`src/rtl/dmem_arbiter.sv`:
```
// Shares the single data-memory port between the core load/store path (CPU) and a
// debug/loader port (DBG); each access runs IDLE -> BUSY (MEM_LATENCY cycles) -> RESP.
module dmem_arbiter #(
    parameter int unsigned BITNESS      = 32,
    parameter int unsigned ADDR_WIDTH   = 17,
    parameter int unsigned MEM_LATENCY  = 1,
    parameter int unsigned STARVE_LIMIT = 4
) (
    input  logic                  clk_i,
    input  logic                  rst_ni,

    input  logic                  cpu_req_i,
    input  logic                  cpu_we_i,
    input  logic [BITNESS-1:0]    cpu_addr_i,
    input  logic [BITNESS-1:0]    cpu_wdata_i,
    input  logic [2:0]            cpu_funct3_i,
    output logic                  cpu_gnt_o,
    output logic                  cpu_rvalid_o,
    output logic [BITNESS-1:0]    cpu_rdata_o,

    input  logic                  dbg_req_i,
    input  logic                  dbg_we_i,
    input  logic [BITNESS-1:0]    dbg_addr_i,
    input  logic [BITNESS-1:0]    dbg_wdata_i,
    input  logic [2:0]            dbg_funct3_i,
    output logic                  dbg_gnt_o,
    output logic                  dbg_rvalid_o,
    output logic [BITNESS-1:0]    dbg_rdata_o,

    output logic [ADDR_WIDTH-1:0] mem_addr_o,
    output logic [BITNESS-1:0]    mem_wdata_o,
    output logic [2:0]            mem_funct3_o,
    output logic                  mem_we_o,
    output logic                  mem_re_o,
    input  logic [BITNESS-1:0]    mem_rdata_i,

    output logic                  stall_o
);

    localparam int unsigned CNT_W = (MEM_LATENCY > 1) ? $clog2(MEM_LATENCY) : 1;
    localparam int unsigned STV_W = $clog2(STARVE_LIMIT + 1);

    typedef enum logic [1:0] {
        ST_IDLE = 2'd0,
        ST_BUSY = 2'd1,
        ST_RESP = 2'd2
    } state_e;

    state_e                state_q, state_d;
    logic [STV_W-1:0]      starve_q, starve_d;
    logic [CNT_W-1:0]      busy_cnt_q, busy_cnt_d;
    logic                  owner_q, owner_d;
    logic [ADDR_WIDTH-1:0] addr_q, addr_d;
    logic [BITNESS-1:0]    wdata_q, wdata_d;
    logic [2:0]            funct3_q, funct3_d;
    logic [BITNESS-1:0]    rdata_q, rdata_d;
    logic                  mem_we_q, mem_we_d;
    logic                  mem_re_q, mem_re_d;
    logic                  cpu_gnt_q, cpu_gnt_d;
    logic                  dbg_gnt_q, dbg_gnt_d;
    logic                  cpu_rvalid_q, cpu_rvalid_d;
    logic                  dbg_rvalid_q, dbg_rvalid_d;
    logic [BITNESS-1:0]    cpu_rdata_q, cpu_rdata_d;
    logic [BITNESS-1:0]    dbg_rdata_q, dbg_rdata_d;

    logic                  dbg_wins;
    logic                  sel_we;
    logic [BITNESS-1:0]    sel_addr;
    logic                  sel_oor;

    // State and output registers
    always_ff @(posedge clk_i) begin
        if (!rst_ni) begin
            state_q      <= ST_IDLE;
            starve_q     <= '0;
            busy_cnt_q   <= '0;
            owner_q      <= 1'b0;
            addr_q       <= '0;
            wdata_q      <= '0;
            funct3_q     <= '0;
            rdata_q      <= '0;
            mem_we_q     <= 1'b0;
            mem_re_q     <= 1'b0;
            cpu_gnt_q    <= 1'b0;
            dbg_gnt_q    <= 1'b0;
            cpu_rvalid_q <= 1'b0;
            dbg_rvalid_q <= 1'b0;
            cpu_rdata_q  <= '0;
            dbg_rdata_q  <= '0;
        end else begin
            state_q      <= state_d;
            starve_q     <= starve_d;
            busy_cnt_q   <= busy_cnt_d;
            owner_q      <= owner_d;
            addr_q       <= addr_d;
            wdata_q      <= wdata_d;
            funct3_q     <= funct3_d;
            rdata_q      <= rdata_d;
            mem_we_q     <= mem_we_d;
            mem_re_q     <= mem_re_d;
            cpu_gnt_q    <= cpu_gnt_d;
            dbg_gnt_q    <= dbg_gnt_d;
            cpu_rvalid_q <= cpu_rvalid_d;
            dbg_rvalid_q <= dbg_rvalid_d;
            cpu_rdata_q  <= cpu_rdata_d;
            dbg_rdata_q  <= dbg_rdata_d;
        end
    end

    // Arbitration, access sequencing and response generation
    always_comb begin
        state_d      = state_q;
        starve_d     = starve_q;
        busy_cnt_d   = busy_cnt_q;
        owner_d      = owner_q;
        addr_d       = addr_q;
        wdata_d      = wdata_q;
        funct3_d     = funct3_q;
        rdata_d      = rdata_q;
        mem_we_d     = 1'b0;
        mem_re_d     = mem_re_q;
        cpu_gnt_d    = 1'b0;
        dbg_gnt_d    = 1'b0;
        cpu_rvalid_d = 1'b0;
        dbg_rvalid_d = 1'b0;
        cpu_rdata_d  = '0;
        dbg_rdata_d  = '0;

        dbg_wins = dbg_req_i & (~cpu_req_i | (starve_q == STV_W'(STARVE_LIMIT)));
        sel_we   = dbg_wins ? dbg_we_i   : cpu_we_i;
        sel_addr = dbg_wins ? dbg_addr_i : cpu_addr_i;
        sel_oor  = |sel_addr[BITNESS-1:ADDR_WIDTH];

        unique case (state_q)
            ST_IDLE: begin
                if (cpu_req_i || dbg_req_i) begin
                    state_d    = ST_BUSY;
                    busy_cnt_d = '0;
                    owner_d    = dbg_wins;
                    addr_d     = sel_addr[ADDR_WIDTH-1:0];
                    wdata_d    = dbg_wins ? dbg_wdata_i  : cpu_wdata_i;
                    funct3_d   = dbg_wins ? dbg_funct3_i : cpu_funct3_i;
                    rdata_d    = '0;
                    cpu_gnt_d  = ~dbg_wins;
                    dbg_gnt_d  = dbg_wins;
                    // Out-of-range accesses complete normally but never touch memory
                    mem_we_d   = sel_we & ~sel_oor;
                    mem_re_d   = ~sel_we & ~sel_oor;
                    if (dbg_wins) begin
                        starve_d = '0;
                    end else if (dbg_req_i && (starve_q != STV_W'(STARVE_LIMIT))) begin
                        starve_d = starve_q + STV_W'(1);
                    end
                end
            end
            ST_BUSY: begin
                if (busy_cnt_q == CNT_W'(MEM_LATENCY - 1)) begin
                    rdata_d  = mem_re_q ? mem_rdata_i : '0;
                    mem_re_d = 1'b0;
                    state_d  = ST_RESP;
                end else begin
                    busy_cnt_d = busy_cnt_q + CNT_W'(1);
                end
            end
            ST_RESP: begin
                state_d      = ST_IDLE;
                cpu_rvalid_d = ~owner_q;
                dbg_rvalid_d = owner_q;
                cpu_rdata_d  = owner_q ? '0 : rdata_q;
                dbg_rdata_d  = owner_q ? rdata_q : '0;
            end
            default: begin
                state_d  = ST_IDLE;
                mem_re_d = 1'b0;
            end
        endcase
    end

    assign cpu_gnt_o    = cpu_gnt_q;
    assign dbg_gnt_o    = dbg_gnt_q;
    assign cpu_rvalid_o = cpu_rvalid_q;
    assign dbg_rvalid_o = dbg_rvalid_q;
    assign cpu_rdata_o  = cpu_rdata_q;
    assign dbg_rdata_o  = dbg_rdata_q;
    assign mem_addr_o   = addr_q;
    assign mem_wdata_o  = wdata_q;
    assign mem_funct3_o = funct3_q;
    assign mem_we_o     = mem_we_q;
    assign mem_re_o     = mem_re_q;

    // Holds the core until its access completes; drops for exactly the rvalid cycle
    assign stall_o = cpu_req_i & ~cpu_rvalid_q;

endmodule

```
`config.mk`:
```
export PLATFORM = sky130hd
export DESIGN_NAME = dmem_arbiter
export DESIGN_NICKNAME = d
export VERILOG_FILES = /design/src/rtl/dmem_arbiter.sv
export SDC_FILE = /design/constraint.sdc
export NUM_CORES = 1
export LEC_CHECK = 0
export ABC_AREA = 1
export CAP_MARGIN = 20
export CORE_MARGIN = 3
export CORE_UTILIZATION = 40
export DETAILED_ROUTE_END_ITERATION = 16
export GPL_ROUTABILITY_DRIVEN = 0
export HOLD_SLACK_MARGIN = 0.12
export MAX_ROUTING_LAYER = met4
export PLACE_DENSITY = 0.81
export SLEW_MARGIN = 10
export SYNTH_ARGS = -nofsm -noshare
export SYNTH_HDL_FRONTEND = slang
export SYNTH_SLANG_ARGS = --single-unit
```
`constraint.sdc`:
```
create_clock -name clk_i -period 1.8 [get_ports clk_i]
set_input_delay 0.54 -clock clk_i [delete_from_list [all_inputs] [get_ports clk_i]]
set_output_delay 0.54 -clock clk_i [all_outputs]
set_load 0.02 [all_outputs]
```
* Yosys cells after proc, flatten, opt, wreduce, memory -nomap -nowiden
Index checks and enable logic that the tools add are counted.
** Operators by class
- $add $sub $neg :: 2
- $mul :: 0
- Div/mod/pow operators :: 0
- Magnitude comparators :: 0
- Eq/ne operators :: 6
- Shifts and indexed selects :: 0
- Mux-type cells :: 19
- Bitwise logic cells :: 13
- Reductions and logical operators :: 16
** Operators by type and width (number)
- $mux 32 :: 5
- $pmux 32 s2 :: 1
- $reduce_and 3->1 :: 5
- $reduce_or 15->1 :: 1
- $mux 3 :: 3
- $not 1->1 :: 8
- $reduce_and 2->1 :: 4
- $mux 1 :: 5
- $and 1x1->1 :: 4
- $mux 2 :: 2
- $ne 2x2->1 const B :: 2
- $pmux 2 s2 :: 1
- $reduce_bool 2->1 :: 2
- $add 3x1->3 const B :: 1
- $eq 3x3->1 const B :: 1
- $ne 3x3->1 const B :: 1
- $pmux 1 s3 :: 1
- $reduce_or 3->1 :: 1
- $eq 2x1->1 const B :: 1
- $eq 2x2->1 const B :: 1
- $logic_not 2->1 :: 1
- $pmux 1 s2 :: 1
- $add 1x1->1 const B :: 1
- $logic_and 1x1->1 :: 1
- 2 further kinds :: 2
** Word-level totals
- Register bits :: 161
- Latch bits :: 0
- Memory bits (writable) :: 0
- Bits in read-only memories :: 0
- Input port bits :: 172
- Output and inout port bits :: 123
- Logic and storage cells :: 72
- Memories kept :: 0

* Depth between registers and ports, before layout
Gate-level depths: netlist of the first run.
- Word-level depth :: 9
- Depth in mapped cells :: 11
- Mapped depth without buffers :: 10

* Worst setup path before layout of the first run
No wires, ideal clock.
- Kind :: input -> output
- Start point :: in cpu_req_i
- End point :: out stall_o
- Arrival time :: 861 ps
- Data required time :: 1260 ps
- Path slack :: 399 ps
- Stages on the path :: 2
- Path buffers :: 0
- Path through :: inv_1 nor2_1
** Between the ends
- Cells in the longest elaborated chain, start to end :: 1
** Ends and longest elaborated chain
- from (decl) :: line 12 : input logic cpu_req_i,
- $and 1x1->1 :: line 192 : assign stall_o = cpu_req_i & ~cpu_rvalid_q;
- to (decl) :: line 37 : output logic stall_o
No other way between the ends.

* Worst setup path after layout of the first run
- Start point :: reg wdata_q[19] (netlist: mem_wdata_o[19])
- End point :: out mem_wdata_o[19]
** RTL lines
- from (decl) :: line 54 : logic [BITNESS-1:0] wdata_q, wdata_d;
- from (signal assigned) :: line 96 : wdata_q <= wdata_d;
- to (decl) :: line 31 : output logic [BITNESS-1:0] mem_wdata_o,
No word-level cell between the ends.

==> results of run 1 <==
state kept, by name, indices dropped and copies added (netlist names), 2 cells and up:
register      flops
cpu_rdata_o      32
dbg_rdata_o      32
mem_wdata_o      32
rdata_q          32
mem_addr_o       17
mem_funct3_o      3
starve_q          3
state_q           2
cell families (layout without fill, tap and decap cells):
kind of cell / count (synthesis) / in the layout / share of synthesized area [%]
adders and majority gates: 2 / 2 / 0.4385
buffers and inverters: 97 / 403 / 8.070
DFF: 160 / 160 / 56.14
AOI/OAI and AO/OA: 140 / 140 / 13.49
xor gates and xnor gates: 1 / 1 / 0.1535
and+or+nand+nor: 295 / 295 / 21.71
power breakdown:
part	switching [W]	total, W	internal, W
Clock	0.00139	0.00362	0.00223
Combinational	0.000667	0.00132	0.000655
Sequential	0.0000722	0.00376	0.00369
Total	0.00213	0.00870	0.00657
stage by stage:
stage | utilization, % | setup TNS [ns]
final | 67.06 | 0
after global routing | 67.06 | 0
after CTS | 67.03 | -0.1072
after detailed placement | 63.91 | -21.74
after global placement | 63.91 | -17.95
after floorplan | - | 0
worst reg2reg max path, cell delays in order (launching register included):
cell	delay [ns]
dfxtp_1	0.37
inv_1	0.07
ha_1	0.19
nand2_1	0.08
nand2_1	0.09
nand2_2	0.10
buf_4	0.24
nand3_1	0.12
nand2_1	0.09
nand2_1	0.07
a21oi_2	0.11
area by class of cell:
type | instances | area share [%]
multi-input combinational | 438 | 21.88
inverter | 46 | 1.874
timing repair buffer | 325 | 33.23
clock buffer | 24 | 4.940
sequential | 160 | 34.27
tap | 180 | 2.410
clock inverter | 8 | 1.392
final timing paths:
check	startpoint	end	slack, ns
setup reg to reg	starve_q[0]$_SDFFE_PN0P_	mem_re_o$_SDFFE_PN0P_	0.19
setup / recovery	mem_wdata_o[19]$_SDFFE_PN0P_	mem_wdata_o[19]	0.07
hold reg to reg	rdata_q[12]$_SDFFE_PN0P_	dbg_rdata_o[12]$_SDFF_PN0_	0.45
hold / removal	rst_ni	cpu_rvalid_o$_SDFF_PN0_	0.40
per-layer routing:
layer | track usage [%] | part of all wire [%]
met1 | 26.50 | 38
met2 | 40.97 | 52
met3 | 6.237 | 7.5
met4 | 8.355 | 1.9
met5 | - | 0
placed cells by master (no fill, tap or decap), types with 3 or more instances in the layout:
| cell type | count |
|---|---|
| dlygate4sd2_1 | 122 |
| nand3_1 | 70 |
| a31oi_1 | 52 |
| o21ai_0 | 53 |
| a21oi_1 | 34 |
| clkdlybuf4s50_1 | 169 |
| nor2_1 | 91 |
| clkbuf_1 | 6 |
| clkbuf_16 | 17 |
| inv_1 | 41 |
| bufinv_16 | 3 |
| nand2_1 | 124 |
| inv_2 | 4 |
| buf_12 | 7 |
| dfxtp_1 | 160 |
| buf_4 | 25 |
| clkinvlp_4 | 3 |
what timing repair did:
action	in CTS	in global routing
endpoints found under the setup margin	123	1
buffers inserted	0	0
pin swaps	0	1
gates resized for setup	126	2
==> results.json, run 1 <==
{
  "clock-sinks": 160,
  "synthTopCellsByCount": "160 x dfxtp_1, 125 x nand2_1, 91 x nor2_1, 70 x nand3_1, 53 x o21ai_0",
  "clock-root-buffer": "clkbuf_16",
  "synth_cell_types": 26,
  "multi_input_area_um2": 2044,
  "rows": 43,
  "cp_slowest_stage_delay_ns": 0.39,
  "setup_viol": 0,
  "critPathCaptureType": "output port",
  "die_y_um": 125.4,
  "cp.buffers_inverters": 1,
  "route.detailed.drc": 0,
  "grt_pass1_vias": 5602,
  "slew-limit-headroom_pct": 58.52,
  "critical-path-top-delay-family": "buffers and inverters",
  "synth.net_count": 869,
  "ir_drop_uv": 536.4,
  "powerDensity_nw_per_um2": 930.8,
  "stdcell_count": 1181,
  "synth_area_per_cell_um2": 8.209,
  "outcome": "completed",
  "period_share_pct": 96.19,
  "finalHoldViolations": 0,
  "cts_buffers": 17,
  "crit_required_ns": 1.26,
  "diodes": 0,
  "drive_above_1_share_pct": 7.093,
  "synth_top_flop_cell": "dfxtp_1",
  "synthCells": 695,
  "rsz0062_at_grt": "false",
  "clk_pin_slew_ns": 0.06,
  "ys_seq_elements": 160,
  "ant_nets": 0,
  "clockBufferDepth": 2,
  "r2r_cells": 10,
  "min_path_cells": 3,
  "crit_slowest_cell": "dlygate4sd2_1",
  "dpl.hpwl_um": 13500,
  "vias": 5755,
  "cp_num_cells": 1,
  "initial_core_util_pct": 40.94,
  "fin_area_um2": 9345,
  "worstSetupPathType": "reg2out",
  "clock_latency_ns": 0.42,
  "cp-start-kind": "register",
  "cap_viol_max_count": 0,
  "grt_pass1_wl_um": 28770,
  "grt_usage_pct": 23.74,
  "cp_cell_sequence": "dlygate4sd2_1",
  "grt_max_degree": 55,
  "yosysTopAreaCell": "dfxtp_1",
  "place_ws_ns": -0.5503,
  "dpl-instance-area_um2": 8906,
  "worstMarginPinSlew_ns": 0.6213,
  "ys_seq_area_share_pct": 56.14,
  "slew_viol_final": 0,
  "drtIter0Drc": 349,
  "clock_skew_ns": 0.006652,
  "drt_first_pass_iters": 5,
  "arrival_ns": 1.19,
  "ios": 295,
  "fin_nets": 1162,
  "synth.most_common_cell": "dfxtp_1",
  "path_max_fanout": 2,
  "place_inst": 1149,
  "max_freq_mhz": 577.6,
  "p_leak_nw": 4.017,
  "power_w": 0.008699,
  "min_period_ns": 1.731,
  "num-fill-cells": 1194,
  "synth_top_area_share_pct": 56.14,
  "drt-total-wl_um": 18280,
  "io_buffer_count": 294,
  "design.core.area_um2": 13930,
  "holdBufCountCts": 0,
  "grt-ovfl-total": 0,
  "ys_async_sr_fraction_pct": 0,
  "area_growth_pct": 63.79,
  "seqCellArea_um2": 3203,
  "fp.dieW_um": 125.4,
  "h-tree-depth": 4,
  "synth.area.top_cells": "dfxtp_1 56%, nand2_1 8.2%, nand3_1 6.1%",
  "hold_class": "in2reg",
  "syn_area_um2": 5705,
  "avgViaCountPerCell": 4.873,
  "fin_ws_ns": 0.06861,
  "whs_ns": 0.4010,
  "synth_edf_count": 0,
  "wl_per_cell_um": 15.47,
  "yosysWarnings": 0,
  "dieArea_um2": 15730,
  "antenna_found_initial": 0,
  "cts_tree": "done"
}
Power figures use the tool's default switching activity.
==> inputs of run 2 (changes only) <==
Settings changed: CORE_UTILIZATION 40 to 38, PLACE_DENSITY 0.81 to 0.77.
==> run 2 against run 1 <==
Against the previous run:
- setup slack improved by 0.064 ns
- sequential share of layout area rose by 0.10 points
- sequential power barely moved
- power fell by 2.5%
- via count fell by 1.8%
- non-clock buffer count fell by 1
- fmax rose by 3.8%
- wire length fell by 1.5%
- hold slack improved by 0.0066 ns
- flip-flop and latch count did not move
- highest routed layer unchanged
==> results.json, run 2 (synthesis results as in run 1) <==
{
  "whs_ns": 0.4076,
  "setup_viol": 0,
  "r2r_slack_ns": 0.29,
  "diodes": 0,
  "drtIter0Drc": 404,
  "avgViaCountPerCell": 4.777,
  "finalHoldViolations": 0,
  "crit_required_ns": 1.26,
  "crit_slowest_cell": "dlygate4sd2_1",
  "h-tree-depth": 4,
  "cp.buffers_inverters": 1,
  "final_cell_mix": "169 x clkdlybuf4s50_1, 160 x dfxtp_1, 124 x nand2_1",
  "initial_core_util_pct": 39.11,
  "clock-root-buffer": "clkbuf_16",
  "dieArea_um2": 16520,
  "wl_met3_um": 1417,
  "fin_ws_ns": 0.1328,
  "clock_latency_ns": 0.42,
  "multi_input_area_um2": 2044,
  "drt_first_pass_iters": 8,
  "cp_cell_sequence": "dlygate4sd2_1",
  "grt_pass1_wl_um": 27710,
  "worstSetupPathType": "reg2out",
  "highest_layer": "met4",
  "ir_drop_uv": 647.7,
  "cp-start-kind": "register",
  "hold_class": "in2reg",
  "holdPathEnd": "cpu_rvalid_o$_SDFF_PN0_",
  "design.core.area_um2": 14590,
  "critical-path-top-delay-family": "buffers and inverters",
  "cts_buffers": 17,
  "cts_tree": "done",
  "drt-met1-wl_um": 7073,
  "p_leak_nw": 3.996,
  "period_share_pct": 92.62,
  "grt_pass1_vias": 5457,
  "powerDensity_nw_per_um2": 910.6,
  "rows": 44,
  "fp.dieW_um": 128.5,
  "min_period_ns": 1.667,
  "slew-limit-headroom_pct": 61.75,
  "max_freq_mhz": 599.8,
  "drive_above_1_share_pct": 7.407,
  "fin_nets": 1161,
  "seqCellArea_um2": 3203,
  "final_common_cell": "clkdlybuf4s50_1",
  "ant_nets": 0,
  "r2r_cells": 11,
  "clockBufferDepth": 2,
  "num-fill-cells": 1279,
  "vias": 5651,
  "crit_start": "mem_wdata_o[21]$_SDFFE_PN0P_",
  "grt_max_degree": 39,
  "cap_viol_max_count": 0,
  "r2r-start": "starve_q[0]$_SDFFE_PN0P_",
  "arrival_ns": 1.13,
  "ios": 295,
  "cp_num_cells": 1,
  "drt-total-wl_um": 18000,
  "place_ws_ns": -0.5263,
  "wl_per_cell_um": 15.21,
  "power_w": 0.008485,
  "wl_met2_um": 9109,
  "place_inst": 1152,
  "cp_slowest_stage_delay_ns": 0.38,
  "clk_pin_slew_ns": 0.06,
  "area_growth_pct": 63.31,
  "min_from": "rst_ni",
  "route.detailed.drc": 0,
  "path_max_fanout": 2,
  "die_y_um": 128.5,
  "slew_viol_final": 0,
  "io_buffer_count": 294,
  "worstMarginPinSlew_ns": 0.5729,
  "dpl.hpwl_um": 13350,
  "rsz0062_at_grt": "false",
  "grt_usage_pct": 22.12,
  "clock_skew_ns": 0.01127,
  "worst_r2r_endpoint": "mem_re_o$_SDFFE_PN0P_",
  "cts_setup_buffers": 0,
  "grt-ovfl-total": 0,
  "antenna_found_initial": 0,
  "outcome": "completed",
  "critPathCaptureType": "output port",
  "stdcell_count": 1183,
  "clock-sinks": 160,
  "min_path_cells": 3
}
run 2: changes by cell type in the layout (fill, tap and decap cells not counted), sizes merged:
cell / before / now
clkbuf: 24 / 18
inv: 47 / 52
bufinv: 3 / 1
clkinv: 1 / 3
buf: 33 / 32
dlygate4sd2: 122 / 123
dlymetal6s2s: 1 / 0
run 2: worst max path at each step:
| stage | to | slack, ns |
|---|---|---|
| after detailed placement | stall_o | -0.53 |
| after global placement | stall_o | -0.49 |
| after global routing | mem_re_o | 0.09 |
| final | mem_wdata_o[21] | 0.13 |
| after floorplan | stall_o | 0.40 |
| after CTS | mem_wdata_o[23] | 0.1 |
run 2: area by class of cell:
type,count,share of cell area (%)
flip-flops and latches,160,34.38
repair buffers,324,33.34
multi-input cells,438,21.94
clock buffers,18,4.606
well taps,184,2.471
inverters,46,1.880
clock inverters,13,1.383
run 2: routing by layer:
layer	global-route usage, %	vias up
met5	-	-
li1	-	2867
met2	37.60	232
met4	8.647	0
met1	24.60	2526
met3	6.227	26
run 2: repair_timing:
item,CTS,global route
gates resized for setup,128,0
endpoints found under the setup margin,123,0
hold buffers,0,0
endpoints found under the hold margin,0,0
run 2: report_power, final:
part / switching [W] / internal (W) / total (W)
clock network: 0.00149 / 0.00193 / 0.00342
logic: 0.000665 / 0.000649 / 0.00131
registers: 0.0000684 / 0.00369 / 0.00375
run 2: metrics by stage:
stage,instance area (µm²),util (%),TNS [ns]
after floorplan,5705,-,0
after global placement,8916,61.11,-18.34
after detailed placement,8916,61.11,-21.21
after CTS,9318,63.87,0
after global routing,9318,63.87,0
final,9318,63.87,0
==> inputs of run 3 (changes only) <==
Settings changed: CTS_CLUSTER_SIZE set to 12.
==> results of run 3 <==
Final layout, timing and power as in run 2 (identical DEF).
